===== src/rtl/pin_in_cond_if.sv =====
// rtl/pin_in_cond_if.sv - pin conditioner bus: raw pins and controls in, conditioned levels and events out
interface pin_in_cond_if #(
    parameter int PINS   = 32,
    parameter int FILT_W = 4
);
    logic [PINS-1:0]   io_raw;
    logic [PINS-1:0]   filt_en;
    logic [FILT_W-1:0] filt_len;
    logic [PINS-1:0]   evt_rise_en;
    logic [PINS-1:0]   evt_fall_en;
    logic [PINS-1:0]   evt_clr;
    logic [PINS-1:0]   pin_in;
    logic [PINS-1:0]   pin_rise;
    logic [PINS-1:0]   pin_fall;
    logic [PINS-1:0]   evt_flag;
    logic              evt_any;

    modport master (
        output io_raw, filt_en, filt_len, evt_rise_en, evt_fall_en, evt_clr,
        input  pin_in, pin_rise, pin_fall, evt_flag, evt_any
    );

    modport slave (
        input  io_raw, filt_en, filt_len, evt_rise_en, evt_fall_en, evt_clr,
        output pin_in, pin_rise, pin_fall, evt_flag, evt_any
    );
endinterface


===== src/rtl/pin_in_cond.sv =====
// rtl/pin_in_cond.sv - per-pin synchroniser, glitch filter, edge pulses and sticky event flags
module pin_in_cond #(
    parameter int PINS        = 32,
    parameter int SYNC_STAGES = 2,
    parameter int FILT_W      = 4
) (
    input  logic          clk_cog,
    input  logic          nres,
    pin_in_cond_if.slave  bus
);
    localparam logic [FILT_W:0]   LEN_ONE = 1;
    localparam logic [FILT_W-1:0] CNT_ONE = 1;

    logic [PINS-1:0]   r_sync [SYNC_STAGES];
    logic [FILT_W-1:0] r_cnt  [PINS];
    logic [PINS-1:0]   r_pin;
    logic [PINS-1:0]   r_rise;
    logic [PINS-1:0]   r_fall;
    logic [PINS-1:0]   r_flag;

    logic [PINS-1:0]   w_s;
    logic [FILT_W:0]   w_len;
    logic [FILT_W-1:0] w_cnt_nxt [PINS];
    logic [PINS-1:0]   w_pin_nxt;
    logic [PINS-1:0]   w_rise_nxt;
    logic [PINS-1:0]   w_fall_nxt;
    logic [PINS-1:0]   w_flag_nxt;

    assign w_s   = r_sync[SYNC_STAGES-1];
    // A programmed length of 0 behaves like 1 so the filter never stalls a pin.
    assign w_len = (bus.filt_len == '0) ? LEN_ONE : {1'b0, bus.filt_len};

    always_comb begin
        w_pin_nxt = r_pin;
        for (int i = 0; i < PINS; i++) begin
            w_cnt_nxt[i] = '0;
            if (!bus.filt_en[i]) begin
                w_pin_nxt[i] = w_s[i];
            end else if (w_s[i] != r_pin[i]) begin
                // Compare with >= so a length lowered mid-count accepts immediately.
                if (({1'b0, r_cnt[i]} + LEN_ONE) >= w_len) begin
                    w_pin_nxt[i] = w_s[i];
                end else begin
                    w_cnt_nxt[i] = r_cnt[i] + CNT_ONE;
                end
            end
        end
        w_rise_nxt = w_pin_nxt & ~r_pin;
        w_fall_nxt = ~w_pin_nxt & r_pin;
        // Set wins over clear so an event arriving with evt_clr is never lost.
        w_flag_nxt = (w_rise_nxt & bus.evt_rise_en) | (w_fall_nxt & bus.evt_fall_en)
                   | (r_flag & ~bus.evt_clr);
    end

    always_ff @(posedge clk_cog) begin
        if (!nres) begin
            for (int k = 0; k < SYNC_STAGES; k++) r_sync[k] <= '0;
            for (int i = 0; i < PINS; i++) r_cnt[i] <= '0;
            r_pin  <= '0;
            r_rise <= '0;
            r_fall <= '0;
            r_flag <= '0;
        end else begin
            r_sync[0] <= bus.io_raw;
            for (int k = 1; k < SYNC_STAGES; k++) r_sync[k] <= r_sync[k-1];
            for (int i = 0; i < PINS; i++) r_cnt[i] <= w_cnt_nxt[i];
            r_pin  <= w_pin_nxt;
            r_rise <= w_rise_nxt;
            r_fall <= w_fall_nxt;
            r_flag <= w_flag_nxt;
        end
    end

    assign bus.pin_in   = r_pin;
    assign bus.pin_rise = r_rise;
    assign bus.pin_fall = r_fall;
    assign bus.evt_flag = r_flag;
    assign bus.evt_any  = |r_flag;
endmodule


===== src/flat_wrapper.sv =====
// flat-port wrapper written by rule: the top's interface ports become plain ports
module pin_in_cond_flat 
#(
    parameter int PINS        = 32,
    parameter int SYNC_STAGES = 2,
    parameter int FILT_W      = 4
)
  (clk_cog, nres, bus_io_raw, bus_filt_en, bus_filt_len, bus_evt_rise_en, bus_evt_fall_en, bus_evt_clr, bus_pin_in, bus_pin_rise, bus_pin_fall, bus_evt_flag, bus_evt_any);
  pin_in_cond_if #(.PINS(PINS), .FILT_W(FILT_W)) bus_i ();
  input  logic clk_cog;
  input  logic nres;
  input wire logic [$bits(bus_i.io_raw)-1:0] bus_io_raw;
  input wire logic [$bits(bus_i.filt_en)-1:0] bus_filt_en;
  input wire logic [$bits(bus_i.filt_len)-1:0] bus_filt_len;
  input wire logic [$bits(bus_i.evt_rise_en)-1:0] bus_evt_rise_en;
  input wire logic [$bits(bus_i.evt_fall_en)-1:0] bus_evt_fall_en;
  input wire logic [$bits(bus_i.evt_clr)-1:0] bus_evt_clr;
  output wire logic [$bits(bus_i.pin_in)-1:0] bus_pin_in;
  output wire logic [$bits(bus_i.pin_rise)-1:0] bus_pin_rise;
  output wire logic [$bits(bus_i.pin_fall)-1:0] bus_pin_fall;
  output wire logic [$bits(bus_i.evt_flag)-1:0] bus_evt_flag;
  output wire logic [$bits(bus_i.evt_any)-1:0] bus_evt_any;
  assign bus_i.io_raw = bus_io_raw;
  assign bus_i.filt_en = bus_filt_en;
  assign bus_i.filt_len = bus_filt_len;
  assign bus_i.evt_rise_en = bus_evt_rise_en;
  assign bus_i.evt_fall_en = bus_evt_fall_en;
  assign bus_i.evt_clr = bus_evt_clr;
  assign bus_pin_in = bus_i.pin_in;
  assign bus_pin_rise = bus_i.pin_rise;
  assign bus_pin_fall = bus_i.pin_fall;
  assign bus_evt_flag = bus_i.evt_flag;
  assign bus_evt_any = bus_i.evt_any;
  pin_in_cond #(.PINS(PINS), .SYNC_STAGES(SYNC_STAGES), .FILT_W(FILT_W)) u_core (.clk_cog(clk_cog), .nres(nres), .bus(bus_i));
endmodule

===== config.mk =====
export PLATFORM = sky130hd
export DESIGN_NAME = pin_in_cond_flat
export DESIGN_NICKNAME = d
export VERILOG_FILES = /design/src/rtl/pin_in_cond_if.sv /design/src/rtl/pin_in_cond.sv /design/src/flat_wrapper.sv
export SDC_FILE = /design/constraint.sdc
export NUM_CORES = 1
export LEC_CHECK = 0
export CAP_MARGIN = 25
export CORE_UTILIZATION = 45
export CTS_BUF_LIST = sky130_fd_sc_hd__clkbuf_8 sky130_fd_sc_hd__clkbuf_16
export DETAILED_ROUTE_END_ITERATION = 10
export GPL_TIMING_DRIVEN = 0
export PLACE_DENSITY_LB_ADDON = 0.08
export SYNTH_ARGS = -nofsm -noshare
export SYNTH_HDL_FRONTEND = slang
export SYNTH_SLANG_ARGS = --single-unit

===== constraint.sdc =====
create_clock -name clk_cog -period 6.6 [get_ports clk_cog]
set_input_delay 1.98 -clock clk_cog [delete_from_list [all_inputs] [get_ports clk_cog]]
set_output_delay 1.98 -clock clk_cog [all_outputs]
set_load 0.005 [all_outputs]

======== Word level (Yosys, flattened, before mapping) ========
Memories as Yosys holds them, arrays and structs flattened.
Index checks and enable logic that the tools add are counted.
Widths: inputs -> output; s select.
cells by class
  reductions and logical operators ........ 2
  bitwise operators ....................... 44
  multiplexer cells ....................... 229
  equality and inequality tests ........... 32
  add/subtract/negate cells ............... 64
  magnitude comparators ................... 32
operators by type and width
  cell                 number
  $mux 4               129
  $add 4x1->5 const B  32
  $and 32x32->32       5
  $ge 5x5->1           32
  $add 4x1->4 const B  32
  $mux 1               98
  $not 32->32          3
  $mux 32              2
  $or 32x32->32        2
  $or 1x1->1           34
  $ne 1x1->1           32
  $reduce_or 32->1     1
  $logic_not 4->1      1
word-level totals
  input port bits ......................... 166
  memories kept ........................... 2
  register bits ........................... 128
  bits in writable memories ............... 192
  output and inout port bits .............. 129
  logic and storage cells ................. 409
memories
  memory         words  width  read ports  clocked after Yosys merged registers in  wr ports  RTL line           RTL
  u_core.r_cnt   32     4      32          0                                        32        pin_in_cond.sv:15  logic [FILT_W-1:0] r_cnt [PINS];
  u_core.r_sync  2      32     2           0                                        2         pin_in_cond.sv:14  logic [PINS-1:0] r_sync [SYNC_STAGES];

======== Longest topological paths before layout ========
Gate-level depths: netlist of the first run.
  word-level depth ........................ 11
  mapped depth ............................ 9
  mapped depth without buffers ............ 8

======== Worst setup path after synthesis of the first run ========
OpenSTA, ideal clock, no wires.
  path type ............................... input -> register
  from .................................... in bus_filt_len[2]
  to ...................................... reg u_core.r_flag[17], in the netlist u_core.bus.evt_flag[17]
  arrival ................................. 4245 ps
  path slack .............................. 2233 ps
  setup time .............................. 122 ps
  stages .................................. 9
  data required time ...................... 6478 ps
  path buffers ............................ 1
  cells stage by stage .................... buf_2 -> inv_1 -> a31o_2 -> ha_1 -> nand2b_1 -> maj3_1 -> a31oi_2 -> nand2b_1 -> o21ai_0
between the ends
  word-level cells in the longest chain between the ends .. 11
  elaborated cells between the ends (all ways) .. 13
  classes of those cells .................. 1 x order compare; 4 x mux; 7 x bitwise; 1 x reduce/logical
RTL lines
  element               RTL line            RTL
  start, declared       flat_wrapper.sv:14  input wire logic [$bits(bus_i.filt_len)-1:0] bus_filt_len;
  $logic_not 4->1       pin_in_cond.sv:31   assign w_len = (bus.filt_len == '0) ? LEN_ONE : {1'b0, bus.filt_len};
  $mux 4 (*)            pin_in_cond.sv:31
  $ge 5x5->1 (*)        pin_in_cond.sv:41   if (({1'b0, r_cnt[i]} + LEN_ONE) >= w_len) begin
  $mux 1 (*)            pin_in_cond.sv:41
  $mux 1 (*)            pin_in_cond.sv:39   end else if (w_s[i] != r_pin[i]) begin
  $mux 1 (*)            pin_in_cond.sv:37   if (!bus.filt_en[i]) begin
  $not 32->32           pin_in_cond.sv:49   w_fall_nxt = ~w_pin_nxt & r_pin;
  $and 32x32->32        pin_in_cond.sv:49
  $and 32x32->32        pin_in_cond.sv:51   w_flag_nxt = (w_rise_nxt & bus.evt_rise_en) | (w_fall_nxt & bus.evt_fall_en)
  $or 32x32->32 (*)     pin_in_cond.sv:51
  $or 32x32->32 (*)     pin_in_cond.sv:52   | (r_flag & ~bus.evt_clr);
  end signal, assigned  pin_in_cond.sv:70   r_flag <= w_flag_nxt;
  end, declared         pin_in_cond.sv:19   logic [PINS-1:0] r_flag;
Mark *: on every way between the ends. The rest lies on a longest branch, timed or not.
A chain may end at the register's enable or synchronous reset.

==> metrics, run 1 <==
Rel. slew slack 0.356; #FFs+latches synth 320; CTS Hold Bufs 0; 1st-pass router iterations 4; maximum number of pins on one net before global-route repair 20; drt initial violations 529; worst reg2reg path depth 7; dpl hpwl 29.8 mm; Placed Cells 2110; layout cells sized above 1 0.0766; crit-path max FO 19; cts repair resizes 0; PD cells 231 mW/mm2; CTS buffer count 37; Worst VDD drop 0.154 mV; Layout fillers 2635; fin. max-slew vios 0; total track usage 0.249; Vias/cell 5.16; crit path kind in -> reg; # IOs 295; CP max stage cell inv_1; R2R Setup Slk 4.60 ns; CTS H-Tree Depth 2; Final Hold Viols 0; syn_nets 1713; Yosys cell types 47; Die Area 0.0324 mm2; antenna violations before repair 3; unrepaired setup endpoints after global routing false; drt wl/cell 18.7 um; # nets final 2047; crit share post-route 0.783; WP data required 7.03 ns; root buffer cell clkbuf_16; Synth area leader dfxtp_1; most common cell in the netlist dfxtp_1; core area 0.0309 mm2; Skew-Pair Late Insertion Delay 0.51 ns; EDFF count, synth 0; total setup buffers inserted after CTS 0; reg2reg start u_core.r_cnt[0][108]; IO buf count 293; vias in the first global route 11300; die height 180 um; Max Clock Freq 0.193 GHz; clock sinks 320; Leak Pwr 7.95 nW; type of origin of the critical path primary input; post-synth top area share 0.449; HP Class reg -> reg; Placement Rows 64; Tmin final 5.17 ns; Die Wd 180 um; crit-path max cell delay 0.65 ns; register area 0.00641 mm2; Final TNS setup 0 ns; CP Capture Type register; Post-DRT Antenna Nets 0; area grow syn2layout 32.5%; GPL Wtd Cong 0.834; top_reg_cell synth dfxtp_1; Worst Hold End u_core.r_sync[0][61]; first-pass GRT wire length 62.5 mm; synth cell count leaders dfxtp_1, ha_1, nor2b_1; Synth area leaders dfxtp_1, ha_1, nor2b_1, xnor2_1, and2_1; status finished, final reports clean; actual slew at the worst max-slew pin 0.966 ns; hold path start u_core.r_sync[0][29]; area of the multi-input gates 0.00740 mm2; Syn Area/Cell 10.1 um2; Max Buffers Root-to-Sink 3; yosys warns 0; crit path DAT 5.60 ns; DRC 0; total grt overflow 0; setup violators final 0; hold depth 1; Worst-path clk slew 0.06 ns; reg2reg end u_core.bus.evt_flag[27]; CTS tree yes; Post-Syn Area 0.0143 mm2; WL final 40.5 mm; Vias 11200; Seq/Total Area, Yosys 0.449; crit-path cells clkdlybuf4s50_1, buf_2, inv_1, a31o_2, buf_12, ha_1, nand2b_1, maj3_2, a31oi_4, o211ai_1, nor2_1; Max Clock Skew 0.0103 ns; # diodes 0; Initial Utilization 0.461; fin cells 2172; asr flop ratio synth 0; max-cap viol count 0; Synth Instances 1419
==> placed cells by master, fill, tap and decap left out, types with 26 or more instances in the layout <==
cell type	instances
inv_1	89
clkbuf_16	37
o211ai_1	29
nand2b_1	38
nor2b_1	103
dfxtp_1	320
and3_1	58
clkdlybuf4s50_1	293
nor2_1	68
a21oi_1	26
nand2_1	57
ha_1	128
and2_1	65
xnor2_1	52
nand3_1	43
a311oi_1	26
o21a_1	32
==> power breakdown <==
| group | switching (W) | internal [W] | total, W | leakage [nW] |
|---|---|---|---|---|
| registers | 0.0000254 | 0.00197 | 0.00200 | 2.60 |
| logic | 0.000197 | 0.000213 | 0.000410 | 4.75 |
| clock network | 0.000791 | 0.00117 | 0.00196 | 0.601 |
| total | 0.00101 | 0.00335 | 0.00436 | 7.95 |
==> final cells by class <==
type	count	area share
Sequential cell	320	0.339
Clock inverter	15	0.00503
Buffer	32	0.00728
Inverter	84	0.0167
Timing Repair Buffer	295	0.158
Clock buffer	47	0.0563
Tap cell	396	0.0262
Multi-Input combinational cell	983	0.392
==> sequential cells by signal, summed over array words and instances, names as in the netlist <==
name                 cells
u_core.bus.pin_rise     32
u_core.r_cnt           128
u_core.bus.pin_fall     32
u_core.r_sync           64
u_core.bus.evt_flag     32
u_core.bus.pin_in       32
==> cell families (layout without fill, tap and decap cells) <==
group / after synthesis / count (layout) / synth area share
mux: 21 / 21 / 0.0147
flops: 320 / 320 / 0.449
simple gates: 514 / 514 / 0.206
buf+inv: 116 / 473 / 0.0318
fa+ha+maj: 154 / 154 / 0.131
xor+xnor: 64 / 64 / 0.0393
compound gates: 230 / 230 / 0.128
==> through the flow <==
| stage | setup slack (ns) | area [um2] | hold slack [ns] | utilization | power, W |
|---|---|---|---|---|---|
| 2_1_floorplan | 2.23 | 14300 | 0.412 | - | 0.00222 |
| 3_3_place_gp | 0.588 | 17700 | 0.414 | 0.572 | 0.00244 |
| 3_5_place_dp | 0.839 | 17700 | 0.418 | 0.574 | 0.00245 |
| 4_1_cts | 1.39 | 18900 | 0.428 | 0.611 | 0.00440 |
| 5_1_grt | 1.26 | 18900 | 0.441 | 0.611 | 0.00452 |
| 6_report | 1.43 | 18900 | 0.429 | 0.611 | 0.00436 |
==> critical path, delay by kind of cell <==
kind	cells	cell delay, ns
AO/OA/AOI/OAI	3	1.05
adder cells (fa/ha/maj)	2	0.59
AND/OR/NAND/NOR	2	0.34
buffers and inverters	4	1.63
==> per-layer routing <==
layer,up-vias,GRT usage,wire (um)
met5,-,0,13
met4,2,0.0738,1060
met3,63,0.0422,2060
met2,255,0.428,19200
met1,5237,0.318,18200
li1,5643,-,-
==> worst max-delay path by stage <==
stage | from | end | slack, ns
finish | bus_filt_len[2] | u_core.r_cnt[0][76] | 1.43
global route | bus_filt_len[2] | u_core.r_cnt[0][76] | 1.26
CTS | bus_filt_len[2] | u_core.r_cnt[0][76] | 1.39
detailed placement | bus_filt_len[2] | u_core.r_cnt[0][76] | 0.84
global placement | bus_filt_len[2] | u_core.r_cnt[0][39] | 0.59
floorplan | bus_filt_len[2] | u_core.bus.evt_flag[17] | 2.23
Power figures use the tool's default switching activity.
==> inputs of run 2 (changes only) <==
- clock period: 6.6 -> 4.8 ns (I/O delays scaled with it)
==> metrics, run 2 (synthesized netlist as in run 1, its figures left out) <==
Rel. slew slack 0.352; drt wl/cell 18.6 um; register area 0.00641 mm2; core area 0.0309 mm2; CTS buffer count 37; Tmin final 4.34 ns; Layout fillers 2634; reg2reg end u_core.bus.evt_flag[27]; Leak Pwr 7.96 nW; vias in the first global route 11300; Switching Share 0.233; Final TNS setup 0 ns; crit path DAT 4.77 ns; fin cells 2176; die height 180 um; Worst-path clk slew 0.06 ns; worst reg2reg path depth 7; first-pass GRT wire length 62.5 mm; Worst VDD drop 0.213 mV; total track usage 0.249; area of the multi-input gates 0.00740 mm2; 1st-pass router iterations 4; dpl hpwl 29.8 mm; most frequent cells in the layout dfxtp_1, clkdlybuf4s50_1, ha_1; antenna violations before repair 3; crit share post-route 0.905; setup violators final 0; Die Area 0.0324 mm2; # diodes 0; Die Wd 180 um; WP data required 5.23 ns; Initial Utilization 0.461; met1 WL 18.0 mm; DR WL met3 2.38 mm; Post-DRT Antenna Nets 0; Max Clock Freq 0.230 GHz; HP Class reg -> reg; Core Util, Final 0.612; layout cells sized above 1 0.0792; maximum number of pins on one net before global-route repair 20; hold depth 1; top flop regs u_core.r_cnt (128), u_core.r_sync (64); Int Pwr 0.00461 W; CTS tree yes; Final Hold Viols 0; Skew-Pair Late Insertion Delay 0.51 ns; type of origin of the critical path primary input; R2R Setup Slk 2.81 ns; status finished, final reports clean; worst slack, placed -0.421 ns; worst setup margin 0.458 ns; hold path start u_core.r_sync[0][29]; GPL Wtd Cong 0.834; PD cells 317 mW/mm2; Placement Rows 64; part of the power in registers 0.457; leading cell type in the layout, fill and taps excluded dfxtp_1; actual slew at the worst max-slew pin 0.972 ns; clock sinks 320; crit path kind in -> reg; Max Buffers Root-to-Sink 3; DR top layer met5; CTS H-Tree Depth 2; Worst Hold End u_core.r_sync[0][61]; Top reg by flops u_core.r_cnt; WL final 40.6 mm; total grt overflow 0; fin. max-slew vios 0; Max Clock Skew 0.0116 ns; root buffer cell clkbuf_16; DRC 0; # nets final 2051; area grow syn2layout 32.7%; Placed Cells 2110; PnR Total Power 0.00601 W; Vias 11300; # IOs 295; max-cap viol count 0; number of flip-flops in the largest register 128; sw power 0.00140 W; clock power share 0.449; power share of the combinational group 0.094; unrepaired setup endpoints after global routing false; crit-path max FO 19; met2 wire len 19.1 mm; drt initial violations 526; Vias/cell 5.18; IO buf count 293; reg2reg start u_core.r_cnt[0][108]; CP Capture Type register
## run 2: cell count changes in the layout (fill, tap and decap cells not counted)
cell and change:
buf_4 +4, clkinvlp_4 +1, inv_1 -1
## run 2: power groups by stage
stage          sequential, W  combinational (W)  clock, W
2_1_floorplan        0.00279           0.000257         0
3_3_place_gp         0.00280           0.000552         0
3_5_place_dp         0.00280           0.000565         0
4_1_cts              0.00274           0.000569   0.00274
5_1_grt              0.00275           0.000617   0.00285
6_report             0.00274           0.000567   0.00269
## run 2: repair_timing
item,4_1_cts,5_1_grt
buffers inserted,0,4
gates resized for setup,0,1
hold buffers,0,0
hold endpoints to repair,0,0
endpoints found under the setup margin,0,1
## run 2: how the worst max path moves through the flow
stage                    startpoint                 endpoint  depth (start not counted)
floorplan           bus_filt_len[2]  u_core.bus.evt_flag[17]                          9
global placement    bus_filt_len[2]      u_core.r_cnt[0][39]                         10
detailed placement  bus_filt_len[2]      u_core.r_cnt[0][76]                         11
CTS                 bus_filt_len[2]      u_core.r_cnt[0][76]                         11
global route        bus_filt_len[2]      u_core.r_cnt[0][76]                         12
finish              bus_filt_len[2]      u_core.r_cnt[0][76]                         12
## run 2: through the flow
| step | hold slack (ns) | area, um2 |
|---|---|---|
| 2_1_floorplan | 0.412 | 14300 |
| 3_3_place_gp | 0.414 | 17700 |
| 3_5_place_dp | 0.418 | 17700 |
| 4_1_cts | 0.428 | 18900 |
| 5_1_grt | 0.441 | 18900 |
| 6_report | 0.428 | 18900 |
## run 2: critical path: stages
cell and delay [ns]:
clkdlybuf4s50_1 0.52, buf_2 0.36, clkinvlp_4 0.15, buf_4 0.19, a31o_2 0.43, buf_12 0.24, ha_1 0.29, nand2b_1 0.16
maj3_2 0.34, a31oi_4 0.25, o211ai_1 0.20, nor2_1 0.18
## run 2: cell type report
cell class / instances / share of cell area
tap: 396 / 0.0262
timing repair buffer: 299 / 0.159
multi-input combinational: 983 / 0.391
clock inverter: 15 / 0.00502
sequential: 320 / 0.338
inverter: 84 / 0.0169
buffer: 32 / 0.00727
clock buffer: 47 / 0.0562
## run 2: per-layer routing
metal / track usage / vias up
met2: 0.428 / 290
li1: - / 5649
met3: 0.0422 / 66
met1: 0.318 / 5254
met5: 0 / -
met4: 0.0738 / 2
==> inputs of run 3 (changes only) <==
- CORE_ASPECT_RATIO: unset -> 1.2
- TNS_END_PERCENT: unset -> 30
==> metrics, run 3 (synthesized netlist as in run 1, its figures left out) <==
total grt overflow 0; part of the power in registers 0.460; reg2reg end u_core.r_cnt[0][99]; Skew-Pair Late Insertion Delay 0.53 ns; leading cell type in the layout, fill and taps excluded dfxtp_1; status finished, final reports clean; Layout fillers 2660; fin. max-slew vios 0; number of flip-flops in the largest register 128; Worst-path clk slew 0.06 ns; CTS H-Tree Depth 2; Placement Rows 71; sw power 0.00137 W; worst reg2reg path depth 6; cts repair resizes 0; crit share post-route 0.936; root buffer cell clkbuf_16; core area 0.0313 mm2; unrepaired setup endpoints after global routing false; 1st-pass router iterations 4; Rel. slew slack 0.344; total setup buffers inserted after CTS 0; CTS Hold Bufs 0; R2R Setup Slk 2.82 ns; setup violators final 0; total track usage 0.249; maximum number of pins on one net before global-route repair 23; PnR Total Power 0.00596 W; fin cells 2174; PD cells 316 mW/mm2; Die Area 0.0324 mm2; crit path from bus_filt_len[2]; Area after DPL 0.0178 mm2; hold_ws 0.414 ns; layout cells sized above 1 0.0740; HP Class reg -> reg; Top reg by flops u_core.r_cnt; first-pass GRT wire length 60.5 mm; vias in the first global route 11100; actual slew at the worst max-slew pin 0.983 ns; crit-path max FO 22; CTS tree yes; Int Pwr 0.00460 W; most frequent cells in the layout dfxtp_1, clkdlybuf4s50_1, ha_1; top flop regs u_core.r_cnt (128), u_core.r_sync (64); antenna violations before repair 1; Placed Cells 2116; WP data required 5.26 ns; Final TNS setup 0 ns; drt wl/cell 18.6 um; Max Buffers Root-to-Sink 3; IO buf count 293; # IOs 295; Initial Utilization 0.456; crit path DAT 4.95 ns; Post-DRT Antenna Nets 0; # nets final 2046; clock power share 0.445; dpl hpwl 30.1 mm; Worst Hold End u_core.r_sync[0][62]; max-cap viol count 0; hold path start u_core.r_sync[0][30]; drt initial violations 433; crit path kind in -> reg; Vias/cell 5.19; die height 197 um; area grow syn2layout 32.4%; Max Clock Freq 0.223 GHz; Final Hold Viols 0; DRC 0; CP Capture Type register; Die Wd 165 um; Max Clock Skew 0.0168 ns; Worst VDD drop 0.223 mV; GPL Wtd Cong 0.818; CTS buffer count 35; clock sinks 320; register area 0.00641 mm2; Leak Pwr 7.93 nW; area of the multi-input gates 0.00740 mm2; Tmin final 4.49 ns; Switching Share 0.229; Vias 11300; design area 0.0189 mm2; type of origin of the critical path primary input; WL final 40.5 mm; reg2reg start u_core.r_cnt[0][96]; hold depth 1; power share of the combinational group 0.095
[run 3: cell count changes in the layout (fill, tap and decap cells not counted), sizes merged]
cell      delta
buf          -3
clkbuf       -3
clkinv       -3
clkinvlp     -2
diode        +2
bufinv       +1
inv          +1
[run 3: area by class of cell]
| cell class | count | area share |
|---|---|---|
| clock buffers | 44 | 0.0541 |
| flip-flops and latches | 320 | 0.339 |
| repair buffers | 296 | 0.159 |
| multi-input cells | 983 | 0.392 |
| inverters | 84 | 0.0167 |
| clock inverters | 12 | 0.00543 |
| well taps | 401 | 0.0266 |
| diodes | 2 | 0.000265 |
| plain buffers | 32 | 0.00729 |
[run 3: layer usage]
layer | up-vias | wire length (um) | track usage | share of wire
met1 | 5293 | 17400 | 0.296 | 0.43
met5 | - | 0 | 0 | 0
met2 | 296 | 19700 | 0.446 | 0.49
li1 | 5642 | - | - | -
met3 | 62 | 2420 | 0.0537 | 0.060
met4 | 0 | 935 | 0.0731 | 0.023
[run 3: worst max-delay path, cell delays in order]
cell and delay, ns:
clkdlybuf4s50_1 0.53, buf_2 0.34, inv_1 0.41, a31o_2 0.54, buf_12 0.24, ha_1 0.30, nand2b_1 0.14, maj3_1 0.36
a31oi_2 0.28, o211ai_2 0.18, nor2b_1 0.16
[run 3: power by group through the flow]
stage / registers [W] / clock network, W / logic (W)
final: 0.00274 / 0.00265 / 0.000567
after floorplan: 0.00279 / 0 / 0.000257
after global placement: 0.00280 / 0 / 0.000555
after global routing: 0.00275 / 0.00282 / 0.000616
after CTS: 0.00274 / 0.00270 / 0.000573
after detailed placement: 0.00280 / 0 / 0.000569
[run 3: how the worst max path moves through the flow]
stage	to	cells after the start
CTS	u_core.r_cnt[0][70]	11
global placement	u_core.r_cnt[0][43]	10
floorplan	u_core.bus.evt_flag[17]	9
finish	u_core.r_cnt[0][70]	11
detailed placement	u_core.r_cnt[0][70]	11
global route	u_core.bus.evt_flag[17]	11
[run 3: stage by stage]
step,setup WS [ns],util
2_1_floorplan,0.973,-
3_3_place_gp,-0.597,0.566
3_5_place_dp,-0.315,0.568
4_1_cts,0.219,0.604
5_1_grt,0.0679,0.604
6_report,0.309,0.604
